==> config.mk <==
export PLATFORM = sky130hd
export DESIGN_NAME = da_frame_player
export DESIGN_NICKNAME = d
export VERILOG_FILES = /design/src/rtl/da_pkg.sv /design/src/rtl/da_chan_buf.sv /design/src/rtl/da_frame_player.sv
export SDC_FILE = /design/constraint.sdc
export NUM_CORES = 1
export LEC_CHECK = 0
export ABC_AREA = 1
export BUFFER_PORTS_ARGS = -buffer_cell sky130_fd_sc_hd__buf_2
export CORE_ASPECT_RATIO = 1.1
export CORE_MARGIN = 2
export CORE_UTILIZATION = 58
export CTS_CLUSTER_SIZE = 8
export DETAILED_ROUTE_END_ITERATION = 8
export GPL_TIMING_DRIVEN = 0
export PLACE_DENSITY_LB_ADDON = 0.1
export SLEW_MARGIN = 0
export SYNTH_ARGS = -nofsm -noshare
export SYNTH_HDL_FRONTEND = slang
export SYNTH_SLANG_ARGS = --single-unit
==> constraint.sdc <==
create_clock -name dack -period 3.25 [get_ports dack]
set_clock_uncertainty 0.2 [all_clocks]
set_input_delay 0.1625 -clock dack [delete_from_list [all_inputs] [get_ports dack]]
set_output_delay 0.1625 -clock dack [all_outputs]
set_load 0.05 [all_outputs]
==> src/rtl/da_pkg.sv <==
// ----------------------------------------------------------------------------
// da_pkg
//   Shared definitions for the multi-channel D/A frame player.
//   - FSM state encodings (2-bit constants)
//   - clog2_min1(): ceil(log2(n)) clamped to at least 1, so a width derived
//     from a parameter equal to 1 never collapses to a zero-width vector.
// ----------------------------------------------------------------------------
package da_pkg;

    localparam logic [1:0] S_IDLE = 2'd0;  // no samples on channel 0
    localparam logic [1:0] S_LOAD = 2'd1;  // samples present, waiting for play
    localparam logic [1:0] S_PLAY = 2'd2;  // frame replay in progress
    localparam logic [1:0] S_DONE = 2'd3;  // one-cycle wrap-up after a frame

    function automatic int clog2_min1(input int n);
        return (n < 2) ? 1 : $clog2(n);
    endfunction

endpackage

==> src/rtl/da_chan_buf.sv <==
// ----------------------------------------------------------------------------
// da_chan_buf
//   One channel's sample store: DEPTH x DW registers filled in order, plus a
//   fill counter. Read is combinational at rd_idx_i and returns 0 for any
//   index not yet written, so short channels pad the frame with silence.
//
// Ports
//   clk_i      system clock (rising edge)
//   rst_n_i    synchronous reset, active low; clears the fill count
//   clr_i      flush: fill count to 0, write suppressed
//   we_i       write strobe (already qualified by the top)
//   din_i      sample to append
//   rd_idx_i   replay index
//   rd_data_o  sample at rd_idx_i, or 0 beyond the fill count
//   fill_o     number of samples held, 0..DEPTH
// ----------------------------------------------------------------------------
module da_chan_buf
    import da_pkg::*;
#(
    parameter  int DW    = 8,
    parameter  int DEPTH = 8,
    localparam int IW    = clog2_min1(DEPTH),
    localparam int FW    = IW + 1
) (
    input  logic          clk_i,
    input  logic          rst_n_i,
    input  logic          clr_i,
    input  logic          we_i,
    input  logic [DW-1:0] din_i,
    input  logic [IW-1:0] rd_idx_i,
    output logic [DW-1:0] rd_data_o,
    output logic [FW-1:0] fill_o
);

    logic [DW-1:0] mem_q [DEPTH];
    logic [FW-1:0] fill_q, fill_d;
    logic          wr_en;

    // Local guard against a full buffer so the array index can never wrap
    // onto sample 0, whatever the caller does.
    assign wr_en = we_i && !clr_i && (fill_q < FW'(DEPTH));

    always_comb begin
        fill_d = fill_q;
        if (clr_i)
            fill_d = '0;
        else if (wr_en)
            fill_d = fill_q + 1'b1;
    end

    always_ff @(posedge clk_i) begin
        if (!rst_n_i)
            fill_q <= '0;
        else
            fill_q <= fill_d;
    end

    // Sample storage carries no reset: contents are meaningless until the
    // fill count covers them.
    always_ff @(posedge clk_i) begin
        if (wr_en)
            mem_q[fill_q[IW-1:0]] <= din_i;
    end

    assign rd_data_o = ({1'b0, rd_idx_i} < fill_q) ? mem_q[rd_idx_i] : '0;
    assign fill_o    = fill_q;

endmodule

==> src/rtl/da_frame_player.sv <==
// ----------------------------------------------------------------------------
// da_frame_player
//   Multi-channel D/A sample buffer. The host appends samples per channel;
//   a rising edge on outflag replays one frame (length = channel 0 fill) to
//   all channels in lock-step, one sample set every DIV cycles. Loop mode
//   keeps replaying while outflag stays high; the frame in flight always
//   completes.
//
// Ports
//   dack     system clock, rising edge
//   reset    synchronous reset, active low
//   we/wch/din  sample write: one sample to channel wch per cycle
//   outflag  play request (rise starts, level keeps a loop going)
//   loop     1 = loop mode, 0 = one-shot; captured at frame start
//   clr      flush all buffers, fill counts and overflow flag
//   dout     channel c at dout[c*DW +: DW]; registered, holds between strobes
//   dstb     one-cycle strobe marking a new sample set on dout
//   busy     high while playing
//   done     one-cycle pulse after a one-shot frame
//   full     channel wch holds DEPTH samples (combinational on wch)
//   ovf      sticky: some write was dropped
// ----------------------------------------------------------------------------
module da_frame_player
    import da_pkg::*;
#(
    parameter  int DW    = 8,
    parameter  int DEPTH = 8,
    parameter  int NCH   = 2,
    parameter  int DIV   = 1,
    localparam int CW    = clog2_min1(NCH),
    localparam int IW    = clog2_min1(DEPTH),
    localparam int FW    = IW + 1,
    localparam int DVW   = clog2_min1(DIV)
) (
    input  logic              dack,
    input  logic              reset,
    input  logic              we,
    input  logic [CW-1:0]     wch,
    input  logic [DW-1:0]     din,
    input  logic              outflag,
    input  logic              loop,
    input  logic              clr,
    output logic [NCH*DW-1:0] dout,
    output logic              dstb,
    output logic              busy,
    output logic              done,
    output logic              full,
    output logic              ovf
);

    localparam logic [DVW-1:0] DIV_LAST = DVW'(DIV - 1);

    // ------------------------------------------------------------------
    // State
    // ------------------------------------------------------------------
    logic [1:0]          state_q,   state_d;
    logic [IW-1:0]       rd_idx_q,  rd_idx_d;
    logic [DVW-1:0]      div_cnt_q, div_cnt_d;
    logic                loop_q,    loop_d;
    logic [NCH*DW-1:0]   dout_q,    dout_d;
    logic                dstb_q,    dstb_d;
    logic                done_q,    done_d;
    logic                ovf_q,     ovf_d;
    logic                of_s_q,    of_p_q;   // outflag sample and its predecessor

    // ------------------------------------------------------------------
    // Channel buffers
    // ------------------------------------------------------------------
    logic [NCH-1:0][FW-1:0] fill;
    logic [NCH-1:0][DW-1:0] rd_data;
    logic [NCH-1:0]         we_ch;

    logic          wch_ok, ch_full, wr_ok;
    logic [FW-1:0] sel_fill, frame_len;
    logic          rise, period_end, last_idx;

    assign wch_ok   = int'({1'b0, wch}) < NCH;
    assign sel_fill = wch_ok ? fill[wch] : '0;
    assign ch_full  = (sel_fill == FW'(DEPTH));

    // clr wins over a same-cycle write; writes are frozen during replay so
    // the frame length cannot move under the read pointer.
    assign wr_ok = we && !clr && (state_q != S_PLAY) && wch_ok && !ch_full;

    for (genvar c = 0; c < NCH; c++) begin : g_ch
        assign we_ch[c] = wr_ok && (wch == CW'(c));

        da_chan_buf #(
            .DW    (DW),
            .DEPTH (DEPTH)
        ) u_buf (
            .clk_i     (dack),
            .rst_n_i   (reset),
            .clr_i     (clr),
            .we_i      (we_ch[c]),
            .din_i     (din),
            .rd_idx_i  (rd_idx_q),
            .rd_data_o (rd_data[c]),
            .fill_o    (fill[c])
        );
    end

    // ------------------------------------------------------------------
    // Frame sequencing
    // ------------------------------------------------------------------
    // Channel 0 is the master: its fill count sets the frame length.
    assign frame_len  = fill[0];
    assign last_idx   = ({1'b0, rd_idx_q} == (frame_len - FW'(1)));
    assign period_end = (div_cnt_q == DIV_LAST);

    // Rise is taken from registered samples, which puts busy one cycle
    // after the edge that first sees outflag high.
    assign rise = of_s_q && !of_p_q;

    always_comb begin
        state_d   = state_q;
        rd_idx_d  = rd_idx_q;
        div_cnt_d = div_cnt_q;
        loop_d    = loop_q;
        dout_d    = dout_q;
        dstb_d    = 1'b0;
        done_d    = 1'b0;
        ovf_d     = ovf_q | (we && !wr_ok);

        if (clr) begin
            state_d   = S_IDLE;
            rd_idx_d  = '0;
            div_cnt_d = '0;
            dout_d    = '0;
            ovf_d     = 1'b0;
        end else begin
            case (state_q)
                S_IDLE: begin
                    if (frame_len != '0)
                        state_d = S_LOAD;
                end
                S_LOAD: begin
                    if (rise) begin
                        state_d   = S_PLAY;
                        loop_d    = loop;
                        rd_idx_d  = '0;
                        div_cnt_d = '0;
                    end
                end
                S_PLAY: begin
                    // Each sample owns a DIV-cycle slot: strobe at the start
                    // of the slot, step the index at its end. The end-of-frame
                    // decision is taken at the end of the last slot so a loop
                    // wrap keeps the strobe period at exactly DIV.
                    if (div_cnt_q == '0) begin
                        dout_d = rd_data;
                        dstb_d = 1'b1;
                    end
                    if (period_end) begin
                        div_cnt_d = '0;
                        if (last_idx) begin
                            rd_idx_d = '0;
                            if (!(loop_q && outflag))
                                state_d = S_DONE;
                        end else begin
                            rd_idx_d = rd_idx_q + 1'b1;
                        end
                    end else begin
                        div_cnt_d = div_cnt_q + 1'b1;
                    end
                end
                S_DONE: begin
                    state_d = S_LOAD;
                    done_d  = !loop_q;
                end
                default: state_d = S_IDLE;
            endcase
        end
    end

    always_ff @(posedge dack) begin
        if (!reset) begin
            state_q   <= S_IDLE;
            rd_idx_q  <= '0;
            div_cnt_q <= '0;
            loop_q    <= 1'b0;
            dout_q    <= '0;
            dstb_q    <= 1'b0;
            done_q    <= 1'b0;
            ovf_q     <= 1'b0;
            of_s_q    <= 1'b0;
            of_p_q    <= 1'b0;
        end else begin
            state_q   <= state_d;
            rd_idx_q  <= rd_idx_d;
            div_cnt_q <= div_cnt_d;
            loop_q    <= loop_d;
            dout_q    <= dout_d;
            dstb_q    <= dstb_d;
            done_q    <= done_d;
            ovf_q     <= ovf_d;
            of_s_q    <= outflag;
            of_p_q    <= of_s_q;
        end
    end

    assign dout = dout_q;
    assign dstb = dstb_q;
    assign busy = (state_q == S_PLAY);
    assign done = done_q;
    assign full = wch_ok && ch_full;
    assign ovf  = ovf_q;

endmodule

# --- Word-level counts from Yosys, hierarchy flattened ---
# Memory sizes are Yosys's and may differ from the RTL's. A register that Yosys moved wholly into a read port is not among the register bits.
# Index checks and enable logic that the tools add are counted.
op_classes:
  add_sub_neg: 5
  order_cmp: 5
  eq_ne: 11
  n_mux: 26
  bitwise: 7
  reduce_logical: 28
ops:
  columns: ["operator", "n"]
  rows:
  - ["$mux 3", 7]
  - ["$mux 8", 2]
  - ["$logic_and 1x1->1", 12]
  - ["$mux 2", 5]
  - ["$ne 2x2->1 const B", 5]
  - ["$add 4x1->4 const B", 2]
  - ["$lt 3x4->1", 2]
  - ["$lt 4x4->1 const B", 2]
  - ["$mux 4", 2]
  - ["$pmux 2 s4", 1]
  - ["$mux 1", 7]
  - ["$not 1->1", 6]
  - ["$pmux 3 s2", 1]
  - ["$reduce_and 3->1", 2]
  - ["$reduce_or 3->1", 2]
  - ["$logic_not 1->1", 5]
  - ["$reduce_and 5->1", 1]
  - ["$eq 2x2->1 const B", 2]
  - ["$eq 3x4->1", 1]
  - ["$eq 4x4->1 const B", 1]
  - ["$reduce_and 2->1", 2]
  - ["$reduce_bool 4->1", 1]
  - ["$sub 4x1->4 const B", 1]
  - ["$add 3x1->3 const B", 1]
  - ["other kinds (9)", 9]
word_totals:
  reg_bits: 36
  ramBits: 128
  in_bits: 15
  output_inout_bits: 21
  wordCells: 96
  mem_count: 2
mem_list:
  columns: ["memory", "depth", "width", "rd", "rd_ports_with_merged_regs", "wr", "line", "rtl"]
  rows:
  - ["g_ch[0].u_buf.mem_q", 8, 8, 1, 1, 1, "da_chan_buf.sv:35", "logic [DW-1:0] mem_q [DEPTH];"]
  - ["g_ch[1].u_buf.mem_q", 8, 8, 1, 1, 1, "da_chan_buf.sv:35", null]

# --- Logic depth before layout (Yosys ltp) ---
logic_depth:
  depth_word: 10
  ltp_mapped: 12
  depth_no_buf: 12

# --- Cells and area by module ---
# Synthesis repeated with hierarchy kept, for this count alone.
unflattened:
  hier_cells: 759
  hier_area_um2: 7224.4
by_module_without_submodules:
  columns: ["module", "instances", "cells_each", "area_per_inst_um2"]
  rows:
  - ["da_chan_buf", 2, 292, 2990.4]
  - ["da_frame_player", 1, 175, 1243.7]

# --- Worst setup path before layout ---
# OpenSTA, ideal clock, no wires.
synth_path:
  kind: "reg2reg"
  start: "register state_q[0]"
  end: "memory g_ch[0].u_buf.mem_q[3][0], enable pin"
  t_arrival_ns: 2.104
  t_required_ns: 2.667
  slack_ns: 0.562
  stages_incl_launch_ff: 9
  path_buffers: 0
  path_cell_list: "dfxtp_1 > inv_1 > ha_1 > nor2_1 > nand2_1 > nand3b_2 > inv_4 > nand2_4 > nor3_1"
synth_between:
  elab_chain_len: 8
synth_rtl:
  columns: ["element", "line", "rtl"]
  rows:
  - ["from (decl)", "da_frame_player.sv:56", "logic [1:0] state_q, state_d;"]
  - ["from (signal assigned)", "da_frame_player.sv:189", "state_q <= state_d;"]
  - ["$ne 2x2->1", "da_frame_player.sv:83", "assign wr_ok = we && !clr && (state_q != S_PLAY) && wch_ok && !ch_full;"]
  - ["$logic_and 1x1->1 (2 in a row)", "da_frame_player.sv:83", null]
  - ["$logic_and 1x1->1", "da_frame_player.sv:86", "assign we_ch[c] = wr_ok && (wch == CW'(c));"]
  - ["$logic_and 1x1->1 (2 in a row)", "da_chan_buf.sv:41", "assign wr_en = we_i && !clr_i && (fill_q < FW'(DEPTH));"]
  - ["$mux 1", "da_chan_buf.sv:61", "if (wr_en)"]
  - ["$mux 1 (not written as such)", "da_chan_buf.sv:62", "mem_q[fill_q[IW-1:0]] <= din_i;"]
  - ["to (decl)", "da_chan_buf.sv:35", null]
# Every way passes these cells.

# --- Worst setup path after layout ---
layout_path:
  start: "register state_q[0]"
  end: "memory g_ch[1].u_buf.mem_q[3][6], enable pin"
layout_between:
  elab_chain_len: 8
layout_rtl:
  columns: ["element", "line"]
  rows:
  - ["$ne 2x2->1", "da_frame_player.sv:83"]
  - ["$logic_and 1x1->1 (2 in a row)", "da_frame_player.sv:83"]
  - ["$logic_and 1x1->1", "da_frame_player.sv:86"]
  - ["$logic_and 1x1->1 (2 in a row)", "da_chan_buf.sv:41"]
  - ["$mux 1", "da_chan_buf.sv:61"]
  - ["$mux 1 (not written as such)", "da_chan_buf.sv:62"]
  - ["to (decl)", "da_chan_buf.sv:35"]
# Every way passes these cells.

==> flow_metrics.py <==
metrics = {
    "synth": {
        "synthTopCellsByArea": "edfxtp_1, nand2_1, dfxtp_1",
        "ys_seq_elements": 166,
        "syn-num-nets": 709,
        "netlist_area_um2": 6980,
        "syn_avg_cell_area_um2": 10.3,
        "synth_top_cell_by_area": "edfxtp_1",
        "synth_ff_type": "edfxtp_1",
        "ys_async_sr_fraction_pct": 0,
        "synth_edf_count": 128,
        "synth.distinct_cells": 28,
        "synthCells": 680,
        "yosysWarnings": 0,
        "ys_seq_area_share_pct": 66.0,
        "synth_top_area_share_pct": 55.1,
    },
    "detailed_routing": {
        "num_vias": 4961,
        "drt_iter0_markers": 519,
        "wl_per_cell_um": 17.2,
        "via_per_inst": 5.40,
        "remaining_drc_errors": 0,
        "postRouteAntennaNets": 0,
        "drtPass1Iterations": 5,
        "drt_wl_total_mm": 15.8,
    },
    "sta": {
        "rsz0062_at_grt": "false",
        "fin_crit_ns": 2.87,
        "fin_ws_ns": 0.384,
        "hold_viol_final": 0,
        "clock.fmax_mhz": 349,
        "slew_violations": 0,
        "maxSlewHeadroom_pct": 27.6,
        "setup_violations": 0,
        "finalCritPeriodShare_pct": 88.2,
        "setup_tns_ns": 0,
        "worstMarginPinSlew_ns": 1.08,
    },
    "die": {
        "io_pins": 36,
        "die-area_um2": 12900,
        "core_um2": 11900,
        "fp.dieW_um": 109,
        "row_count": 42,
        "die_height_um": 119,
        "initial_utilization_pct": 58.7,
    },
    "min_path": {
        "min_path_cells": 2,
        "min_from": "of_s_q",
        "hp-class": "flop to flop",
    },
    "global_route": {
        "grt_overflow": 0,
        "antenna_found_initial": 0,
        "grt_max_degree": 17,
        "grt_pass1_vias": 4767,
        "grtUsageTotal_pct": 26.1,
        "grt_pass1_wl_mm": 24.5,
    },
    "worst_setup_path": {
        "crit_path_top_delay_cell": "nor2_1",
        "critPathLaunchType": "flop",
        "end_kind": "flop",
        "arrival_ns": 2.71,
        "crit_required_ns": 3.10,
        "crit_type": "flop to flop",
        "path_delay_family": "simple AND/OR/NAND/NOR gates",
        "crit_chain": "inv_1 -> ha_1 -> nor2_1 -> nand2_1 -> nand3b_2 -> inv_4 -> nand2_4 -> nor2_4 -> inv_2 -> nor2_1",
        "cpPeakStageDelay_ns": 0.68,
        "crit_fanout": 8,
        "cp_num_buf_inv": 3,
        "critPathLaunch": "state_q[0]",
        "cp_common_cell": "nor2_1",
        "worst-r2r-cell-count": 10,
        "reg2reg_from": "state_q[0]",
        "path_depth": 10,
    },
    "flow_run": {
        "maxCapViolCount": 0,
    },
    "power_and_ir_drop": {
        "powerDensity_nw_per_um2": 548,
        "ir_drop_mv": 0.311,
        "p_leak_nw": 3.25,
    },
    "finish": {
        "finalNonFillerCells": 919,
        "final_nets": 781,
        "drive_gt1_share_pct": 14.8,
        "antenna_cells": 0,
        "syn2layout_area_growth_pct": 16.2,
        "n_fill_cell": 906,
        "utilization_pct": 68.3,
    },
    "clocking": {
        "cts.clk_slew.worst_paths_ns": 0.06,
        "insertion_delay_ns": 0.43,
        "clock_path_buffers": 2,
        "cts_resized": 0,
        "cts_tree": "built",
        "holdBufCountCts": 17,
        "htree_levels": 4,
        "cts_inserted_buffers": 17,
        "clockRootBuffer": "clkbuf_16",
        "cts_sinks": 166,
        "post-cts-setup-buffer-count": 0,
    },
    "placement": {
        "placed_cells": 869,
        "io_buffer_count": 35,
        "place_worst_setup_slack_ns": 0.0994,
        "gp_congestion": 0.858,
        "dp_hpwl_mm": 10.5,
    },
    "outcome": {
        "status": "finished clean",
    },
}
[placed cells by master, fill, tap and decap left out, types with 2 or more instances in the layout]
cell type / instances
clkbuf_1: 4
inv_2: 7
nor2_4: 2
inv_4: 4
nand2_2: 2
ha_1: 14
buf_2: 50
xor2_1: 4
nand3_1: 75
clkbuf_16: 18
inv_6: 7
nand2_1: 232
inv_1: 29
nor2_1: 61
o21ai_1: 3
nand2_4: 2
nor3_1: 5
edfxtp_1: 128
dlygate4sd3_1: 17
clkinv_4: 2
buf_4: 3
a21oi_1: 25
o21ai_0: 11
nor2_2: 6
nand4_1: 3
dfxtp_1: 38
buf_6: 5
[registers in the layout, indices dropped and copies added, names as in the netlist, 2 cells and up, named ones only]
register           count
g_ch.u_buf.mem_q     128
dout                  16
g_ch.u_buf.fill_o      8
rd_idx_q               3
state_q                2
[through the flow]
stage	cell area [µm²]	hold slack [ns]	total power, mW
2_1_floorplan	6980	0.0560	2.42
3_3_place_gp	7340	0.163	2.47
3_5_place_dp	7340	0.169	2.48
4_1_cts	8100	0.243	4.45
5_1_grt	8110	0.266	4.56
6_report	8110	0.245	4.44
[routing by layer]
| layer | global-route usage, % | share of wire, % |
|---|---|---|
| met4 | 10.3 | 1.7 |
| met3 | 5.58 | 6.1 |
| met5 | 0 | 0 |
| met1 | 34.1 | 42 |
| met2 | 42.5 | 50 |
[worst register-to-register path: cells and delay by family (launching register included)]
| kind | cells | cell delay [ns] |
|---|---|---|
| buf+inv | 3 | 0.26 |
| fa+ha+maj | 1 | 0.32 |
| simple gates | 6 | 1.30 |
| flops | 1 | 0.41 |
[logic make-up (layout without fill, tap and decap cells)]
logic type / Yosys count / count (layout) / share of synthesized area (%)
adders and majority gates: 14 / 14 / 2.51
muxes: 1 / 1 / 0.144
buffers and inverters: 64 / 149 / 4.43
AOI/OAI and AO/OA: 41 / 41 / 3.03
DFF: 166 / 166 / 66.0
xor gates and xnor gates: 4 / 4 / 0.502
and+or+nand+nor: 390 / 390 / 23.4
[area by class of cell]
| class | instances | area (µm²) | share of cell area, % |
|---|---|---|---|
| multi-input combinational | 450 | 2070 | 25.5 |
| clock buffer | 18 | 450 | 5.56 |
| tap | 154 | 193 | 2.38 |
| clock inverter | 14 | 133 | 1.64 |
| timing repair buffer | 53 | 350 | 4.32 |
| inverter | 37 | 141 | 1.74 |
| buffer | 27 | 168 | 2.07 |
| sequential | 166 | 4600 | 56.8 |
[cell usage after synthesis (all sizes together) (3+ instances only)]
master and n:
a21oi 25, nand2 236, xor2 4, edfxtp 128, o21ai 15, nand3 75, nor2 69, buf 23
nor3 6, clkbuf 4, inv 37, nand4 3, dfxtp 38, ha 14
[worst paths after layout]
path / endpoint / slack [ns]
hold reg to reg: of_p_q / 0.25
setup / recovery: g_ch[1].u_buf.mem_q[3][6] / 0.38
hold / removal: of_p_q / 0.25
setup reg to reg: g_ch[1].u_buf.mem_q[3][6] / 0.38
[where the power goes]
part	internal (mW)	total [mW]	leakage (nW)	switching (mW)
Clock	1.12	1.99	0.293	0.872
Sequential	2.29	2.29	1.46	0.00480
Combinational	0.0481	0.154	1.50	0.106
Note: power is estimated with default switching activity, not from simulation.
